$ cat src/rtl/uart_pkg.sv
// Shared UART definitions: receiver FSM state encodings, bit-timing presets and frame width.
// Intended to be imported by both uart_rx and uart_tx.
package uart_pkg;

  localparam int BAUD_MULT_BOARD = 139;  // 16 MHz / 139 ~= 115200 baud
  localparam int BAUD_MULT_SIM   = 3;
  localparam int DATA_BITS       = 8;

  typedef enum logic [2:0] {
    ST_IDLE       = 3'd0,
    ST_START      = 3'd1,
    ST_DATA       = 3'd2,
    ST_STOP       = 3'd3,
    ST_BREAK_WAIT = 3'd4
  } uart_state_e;

endpackage

$ cat src/rtl/uart_sync_2ff.sv
// Two-flop synchronizer for a single asynchronous input; reset value is a parameter.
// Latency: 2 cycles. No backpressure.
module uart_sync_2ff #(
  parameter logic RESET_VAL = 1'b1
) (
  input  logic clk_i,
  input  logic rst_i,
  input  logic d_i,
  output logic q_o
);

  logic meta_q;
  logic sync_q;

  always_ff @(posedge clk_i) begin
    if (rst_i) begin
      meta_q <= RESET_VAL;
      sync_q <= RESET_VAL;
    end else begin
      meta_q <= d_i;
      sync_q <= meta_q;
    end
  end

  assign q_o = sync_q;

endmodule

$ cat src/rtl/uart_rx.sv
// 8N1 UART receiver, LSB first, idle-high line; emits each good byte with a one-cycle valid strobe.
// Stop bit sampled 2 + BAUD_MULT/2 + 9*BAUD_MULT cycles after the start edge; no backpressure.
module uart_rx
  import uart_pkg::*;
#(
  parameter int BAUD_MULT = BAUD_MULT_BOARD
) (
  input  logic                 i_uart_clk,
  input  logic                 i_reset,
  input  logic                 i_rx_data,
  output logic [DATA_BITS-1:0] o_byte_out,
  output logic                 o_data_valid,
  output logic                 o_rx_active,
  output logic                 o_frame_err
);

  localparam int HALF_BIT = BAUD_MULT / 2;
  localparam int CW       = $clog2(BAUD_MULT);

  localparam logic [CW-1:0] CNT_LAST = CW'(BAUD_MULT - 1);
  localparam logic [CW-1:0] CNT_HALF = CW'(HALF_BIT - 1);
  localparam logic [CW-1:0] CNT_ONE  = CW'(1);
  localparam logic [2:0]    IDX_LAST = 3'(DATA_BITS - 1);

  logic rx_s;

  uart_sync_2ff #(
    .RESET_VAL(1'b1)
  ) u_sync (
    .clk_i(i_uart_clk),
    .rst_i(i_reset),
    .d_i  (i_rx_data),
    .q_o  (rx_s)
  );

  uart_state_e          state_q, state_d;
  logic [CW-1:0]        cnt_q, cnt_d;
  logic [2:0]           bit_idx_q, bit_idx_d;
  logic [DATA_BITS-1:0] shift_q, shift_d;
  logic [DATA_BITS-1:0] byte_q, byte_d;
  logic                 valid_q, valid_d;
  logic                 err_q, err_d;
  logic                 active_q, active_d;

  always_ff @(posedge i_uart_clk) begin
    if (i_reset) begin
      state_q   <= ST_IDLE;
      cnt_q     <= '0;
      bit_idx_q <= '0;
      shift_q   <= '0;
      byte_q    <= '0;
      valid_q   <= 1'b0;
      err_q     <= 1'b0;
      active_q  <= 1'b0;
    end else begin
      state_q   <= state_d;
      cnt_q     <= cnt_d;
      bit_idx_q <= bit_idx_d;
      shift_q   <= shift_d;
      byte_q    <= byte_d;
      valid_q   <= valid_d;
      err_q     <= err_d;
      active_q  <= active_d;
    end
  end

  always_comb begin
    state_d   = state_q;
    cnt_d     = cnt_q;
    bit_idx_d = bit_idx_q;
    shift_d   = shift_q;
    byte_d    = byte_q;
    valid_d   = 1'b0;
    err_d     = 1'b0;

    case (state_q)
      ST_IDLE: begin
        if (!rx_s) begin
          state_d = ST_START;
          cnt_d   = '0;
        end
      end

      ST_START: begin
        // A start bit that is gone by mid-bit was a glitch.
        if (cnt_q == CNT_HALF) begin
          cnt_d     = '0;
          bit_idx_d = '0;
          state_d   = rx_s ? ST_IDLE : ST_DATA;
        end else begin
          cnt_d = cnt_q + CNT_ONE;
        end
      end

      ST_DATA: begin
        if (cnt_q == CNT_LAST) begin
          cnt_d   = '0;
          shift_d = {rx_s, shift_q[DATA_BITS-1:1]};
          if (bit_idx_q == IDX_LAST) begin
            state_d = ST_STOP;
          end else begin
            bit_idx_d = bit_idx_q + 3'd1;
          end
        end else begin
          cnt_d = cnt_q + CNT_ONE;
        end
      end

      ST_STOP: begin
        if (cnt_q == CNT_LAST) begin
          cnt_d = '0;
          if (rx_s) begin
            byte_d  = shift_q;
            valid_d = 1'b1;
            state_d = ST_IDLE;
          end else begin
            err_d   = 1'b1;
            state_d = ST_BREAK_WAIT;
          end
        end else begin
          cnt_d = cnt_q + CNT_ONE;
        end
      end

      ST_BREAK_WAIT: begin
        // A held-low line must return high before another start edge counts.
        if (rx_s) begin
          state_d = ST_IDLE;
          cnt_d   = '0;
        end
      end

      default: begin
        state_d = ST_IDLE;
        cnt_d   = '0;
      end
    endcase
  end

  assign active_d = (state_d != ST_IDLE);

  assign o_byte_out   = byte_q;
  assign o_data_valid = valid_q;
  assign o_frame_err  = err_q;
  assign o_rx_active  = active_q;

endmodule

$ cat config.mk
export PLATFORM = sky130hd
export DESIGN_NAME = uart_rx
export DESIGN_NICKNAME = d
export VERILOG_FILES = /design/src/rtl/uart_pkg.sv /design/src/rtl/uart_sync_2ff.sv /design/src/rtl/uart_rx.sv
export SDC_FILE = /design/constraint.sdc
export NUM_CORES = 1
export LEC_CHECK = 0
export ABC_AREA = 1
export BUFFER_PORTS_ARGS = -buffer_cell sky130_fd_sc_hd__buf_4
export CORE_MARGIN = 2
export CORE_UTILIZATION = 40
export CTS_BUF_LIST = sky130_fd_sc_hd__clkbuf_8
export DETAILED_ROUTE_END_ITERATION = 6
export SETUP_SLACK_MARGIN = 0.2
export SLEW_MARGIN = 20
export SYNTH_ARGS = -nofsm -noshare
export SYNTH_HDL_FRONTEND = slang
export SYNTH_SLANG_ARGS = --single-unit
$ cat constraint.sdc
create_clock -name i_uart_clk -period 4.35 [get_ports i_uart_clk]
set_input_delay 0.2175 -clock i_uart_clk [delete_from_list [all_inputs] [get_ports i_uart_clk]]
set_output_delay 0.2175 -clock i_uart_clk [all_outputs]
set_load 0.05 [all_outputs]
# Yosys cells after proc, flatten, opt, wreduce, memory -nomap -nowiden
# Cells that the tools add are included.
[classes]
add_sub_neg = 2
eq_ne = 12
muxes = 20
n_bitwise = 2
n_reduce_logical = 9
[ops]
columns = ["operator", "n"]
rows = [
  ["$mux W8", 4],
  ["$pmux W8 S4", 1],
  ["$mux W3", 10],
  ["$pmux W3 S5", 1],
  ["$add A8 B1 Y8 const B", 1],
  ["$eq A8 B7 Y1 const B", 1],
  ["$eq A8 B8 Y1 const B", 1],
  ["$ne A2 B2 Y1 const B", 4],
  ["$eq A3 B2 Y1 const B", 2],
  ["$eq A3 B3 Y1 const B", 2],
  ["$pmux W3 S2", 1],
  ["$reduce_and A2 Y1", 2],
  ["$reduce_and A4 Y1", 1],
  ["$add A3 B1 Y3 const B", 1],
  ["$eq A3 B1 Y1 const B", 1],
  ["$logic_not A3 Y1", 1],
  ["$reduce_and A3 Y1", 1],
  ["$reduce_bool A3 Y1", 1],
  ["$reduce_or A3 Y1", 1],
  ["$mux W1", 2],
  ["$mux W2", 1],
  ["$ne A2 B1 Y1 const B", 1],
  ["$not A1 Y1", 2],
  ["$reduce_bool A2 Y1", 1],
  ["$reduce_or A2 Y1", 1],
]
[word_totals]
ff_bits = 35
inputBits = 3
output_inout_bits = 11
word_cells = 55

# Logic depth before layout (Yosys ltp)
[depth]
ltp_word = 5
ltp_mapped = 11
mapped_depth_nobuf = 11

# Hierarchy
# A second synthesis with hierarchy kept.
[unflattened]
hier_cells = 230
area_unflattened_um2 = 1627.8
[by_module_without_submodules]
columns = ["module", "n_inst", "cells_each", "area_per_inst_um2"]
rows = [
  ["uart_rx", 1, 223, 1569.0],
  ["uart_sync_2ff", 1, 7, 58.8],
]

# Worst setup path before layout
# No wires, ideal clock.
[synth_timing]
path_kind = "reg2reg"
startpoint = "register cnt_q[0]"
endpoint = "register byte_q[6], in the netlist o_byte_out[6]"
t_arrival_ns = 1.243
t_required_ns = 4.235
slack_ns = 2.991
path_stages_with_launch = 9
n_path_buf = 1
cell_sequence = "dfxtp_1 -> inv_1 -> ha_1 -> nand2_1 -> nor2_4 -> nand4_4 -> buf_6 -> o21ai_2 -> a21oi_2"
[synth_via]
elab_chain_cells = 2
[synth_rtl]
columns = ["item", "line_no", "text"]
rows = [
  ["start: declaration", "uart_rx.sv:37", "logic [CW-1:0] cnt_q, cnt_d;"],
  ["start signal: assignment", "uart_rx.sv:57", "cnt_q <= cnt_d;"],
  ["$eq A8 B8 Y1", "uart_rx.sv:110", "if (cnt_q == CNT_LAST) begin"],
  ["$reduce_and A3 Y1 (no line)", "--", ""],
  ["end signal: assignment", "uart_rx.sv:60", "byte_q <= byte_d;"],
  ["end: declaration", "uart_rx.sv:40", "logic [DATA_BITS-1:0] byte_q, byte_d;"],
]
# Every way passes these cells.
# A chain may end at the register's enable or synchronous reset.

# Worst setup path in the final report
[layout_timing]
startpoint = "register cnt_q[0]"
endpoint = "register byte_q[5], in the netlist o_byte_out[5]"
# Same word-level chain as after synthesis.

==> results.md <==
- Status: completed
- Internal: approximately 0.00045 W
- Hold_buf cts: 0
- Die extent in y: approximately 70 um
- Drt total wl: just under 3 mm
- Clock power share: 0.385
- Ratio of final minimum period to clock period: 0.3534
- Core ar.: approximately 4000 um2
- Worst-Margin Slew: roughly 720 ps
- # port buffers: 13
- Nets: ~230
- Vias per cell: between 4 and 5
- Hold_ws: ~110 ps
- Synth cell types: 28
- Fin. Hold Viols: 0
- Rel. slew slack: 0.5218
- Final ANT Viol Nets: 0
- Final period demand of the worst path: ~1500 ps
- Post-synthesis async set-or-reset flop share: 0
- CTS Sinks: 35
- Largest net degree at the start of global routing: 25
- Met1 wire length: 1.488 mm
- Max layer used: met4
- Maximum clock rate: 0.6504 GHz
- Mapped cell area: roughly 1600 um2
- Register area share after synthesis: 0.4262
- Grt ovf: 0
- Layout area overhead: 13.77%
- Worst-skew pair later-pin latency: 290 ps
- Synth warn: 0
- Placed cells: ~270
- Initial DRC count: 68
- Critical path type: reg2reg
- Inserted Clock Buffers: 5
- Met3 wire length: 108 um
- DP Wirelength: 2.131 mm
- Setup TNS: 0 ps
- Unrepaired setup endpoints after global routing: false
- I/O pin total: 14
- FF+latch count, synth: 35
- Starting density of the core: 0.4140
- Clk_skew: 7.556 ps
- Critical-path top delay cell: dfxtp_1
- H-tree depth: 2
- Clock Tree Buf Depth: 2
- CP max FO: 17
- Row count: 23
- Reg clk slew, reported paths: 70 ps
- Startpoint Class: flip-flop
- Post-CTS Setup Inserts: 0
- Final Max Tran Viols: 0
- Gr usage total: 0.1502
- Total power per unit cell area: approximately 320 nW/um2
- First-pass GRT wire length: 5.057 mm
- Vias in the first global route: roughly 1,100
- Chip Width: 68.11 um
- Die area: approximately 4600 um2
- Finished Core Util: 0.4710
- Maxcap violations: 0
- Crit-path max cell delay: 330 ps
- CP arrival: between 1500 and 2000 ps
- Initial antenna violation count: 0
- Post-Syn Instances: 208
- Hold WC Path Type: in2reg
- Layout Cells excl Fill: roughly 280
- CP Capture Type: flip-flop
- Sw Pwr: 0.0001445 W
- Clock root buffer: clkbuf_8
- Static Leak: ~0.80 nW
- CTS tree: built
- Placer Congestion: 0.7771
- # DRC: 0
- Comb pwr share: 0.059
- Net Sw Frac: 0.2446
- Resized Gates After CTS: 0
- VDD IR-drop max: roughly 150 uV
- Via count: around 1,300
- Routed WL per cell: ~11 um
- Synth Area per Inst: slightly below 8 um2
- Post-synth EDFFs: 0
- CP Data Required Time: 4530 ps
- Post-Syn Nets: around 220
- Ys flop type: dfxtp_1
- Worst path cell trace: inv_1 -> ha_1 -> nand2_1 -> nor2_4 -> nand4_4 -> o21ai_0 -> a21oi_1
- Antenna Cells: 0
- TritonRoute pass-1 iters: 4
- Met2 wire length: 1.271 mm
- Flop pwr share: 0.556
- Power consumption: roughly 0.0006 W
- Layout cell share with drive strength beyond 1: 0.2124
- Setup-failing EPs final: 0
area by class of cell:
type | count | area (um2)
Fill cell | 418 | 2101
Multi-Input combinational cell | 138 | 799.5
Sequential cell | 35 | 700.7
Inverter | 32 | 125.1
Timing Repair Buffer | 13 | 97.59
Clock buffer | 5 | 68.82
Tap cell | 50 | 62.56
Clock inverter | 3 | 16.27
final timing paths:
check | startpoint | end | slack [ps] | cells after the start
max reg2reg | cnt_q[0] | o_byte_out[5] | 2810 | 7
max | cnt_q[0] | o_byte_out[5] | 2810 | 7
min reg2reg | u_sync.meta_q | u_sync.q_o | 410 | 1
min | i_rx_data | u_sync.meta_q | 110 | 2
sequential cells by signal, summed over array words and instances (netlist names):
signal	cells
o_byte_out	8
cnt_q	8
u_sync.q_o	1
o_frame_err	1
shift_q	8
bit_idx_q	3
o_data_valid	1
o_rx_active	1
state_q	3
u_sync.meta_q	1
cell usage after synthesis, types with 2 or more instances:
| cell type | n | area share |
|---|---|---|
| a21oi_1 | 12 | 0.037 |
| a21oi_2 | 5 | 0.027 |
| dfxtp_1 | 35 | 0.43 |
| ha_1 | 5 | 0.038 |
| inv_1 | 28 | 0.064 |
| inv_2 | 3 | 0.0068 |
| nand2_1 | 33 | 0.075 |
| nand2_2 | 3 | 0.011 |
| nand2_4 | 2 | 0.014 |
| nand3_1 | 10 | 0.030 |
| nand3_4 | 2 | 0.021 |
| nand4_1 | 3 | 0.011 |
| nor2_1 | 27 | 0.062 |
| nor2_4 | 3 | 0.021 |
| nor3_1 | 2 | 0.0061 |
| o21ai_0 | 17 | 0.052 |
| o21ai_2 | 3 | 0.016 |
| or2_2 | 2 | 0.0076 |
| xor2_1 | 4 | 0.021 |
kinds of logic (layout without fill, tap and decap cells):
| family | count (synthesis) | count (layout) | share of synthesized area |
|---|---|---|---|
| XOR/XNOR | 4 | 4 | 0.02131 |
| AND/OR/NAND/NOR | 92 | 92 | 0.2961 |
| adder cells (fa/ha/maj) | 5 | 5 | 0.03805 |
| AO/OA/AOI/OAI | 37 | 37 | 0.1309 |
| flip-flops | 35 | 35 | 0.4262 |
| buffers and inverters | 35 | 53 | 0.08751 |
metal layers:
metal  up-vias  track usage
met5         -            0
met4         0      0.06750
met3         6      0.04934
met2        14       0.2184
met1       565       0.2012
li1        692            -
placed cells by master, fill, tap and decap left out:
master / n
dfxtp_1: 35
nand2_1: 33
inv_1: 29
nor2_1: 27
o21ai_0: 17
buf_4: 13
a21oi_1: 12
nand3_1: 10
a21oi_2: 5
ha_1: 5
clkbuf_8: 5
xor2_1: 4
nor2_4: 3
inv_2: 3
o21ai_2: 3
nand2_2: 3
nand4_1: 3
nand2_4: 2
nand3_4: 2
or2_2: 2
nor3_1: 2
nor2_2: 1
clkinv_4: 1
nand4_4: 1
nor3_4: 1
nand3_2: 1
or2_0: 1
clkinvlp_4: 1
clkinv_2: 1
critical path, delay by kind of cell (launching register included):
kind                     cells  cell delay [ps]
buffers and inverters        1              100
AO/OA/AOI/OAI                2              320
AND/OR/NAND/NOR              3              530
flip-flops                   1              330
adder cells (fa/ha/maj)      1              140
power groups by stage:
stage	registers, W	logic [W]	clock network [W]
after floorplan	0.000337	0.0000256	0
after CTS	0.000328	0.0000353	0.000235
after global routing	0.000329	0.0000409	0.000249
after detailed placement	0.000336	0.0000352	0
final	0.000328	0.0000348	0.000227
after global placement	0.000336	0.0000349	0
stage by stage:
step	setup slack, ps	area, um2
2_1_floorplan	2991	1644
3_3_place_gp	2834	1785
3_5_place_dp	2800	1785
4_1_cts	2796	1871
5_1_grt	2562	1871
6_report	2813	1871
Note: power is estimated with default switching activity, not from simulation.
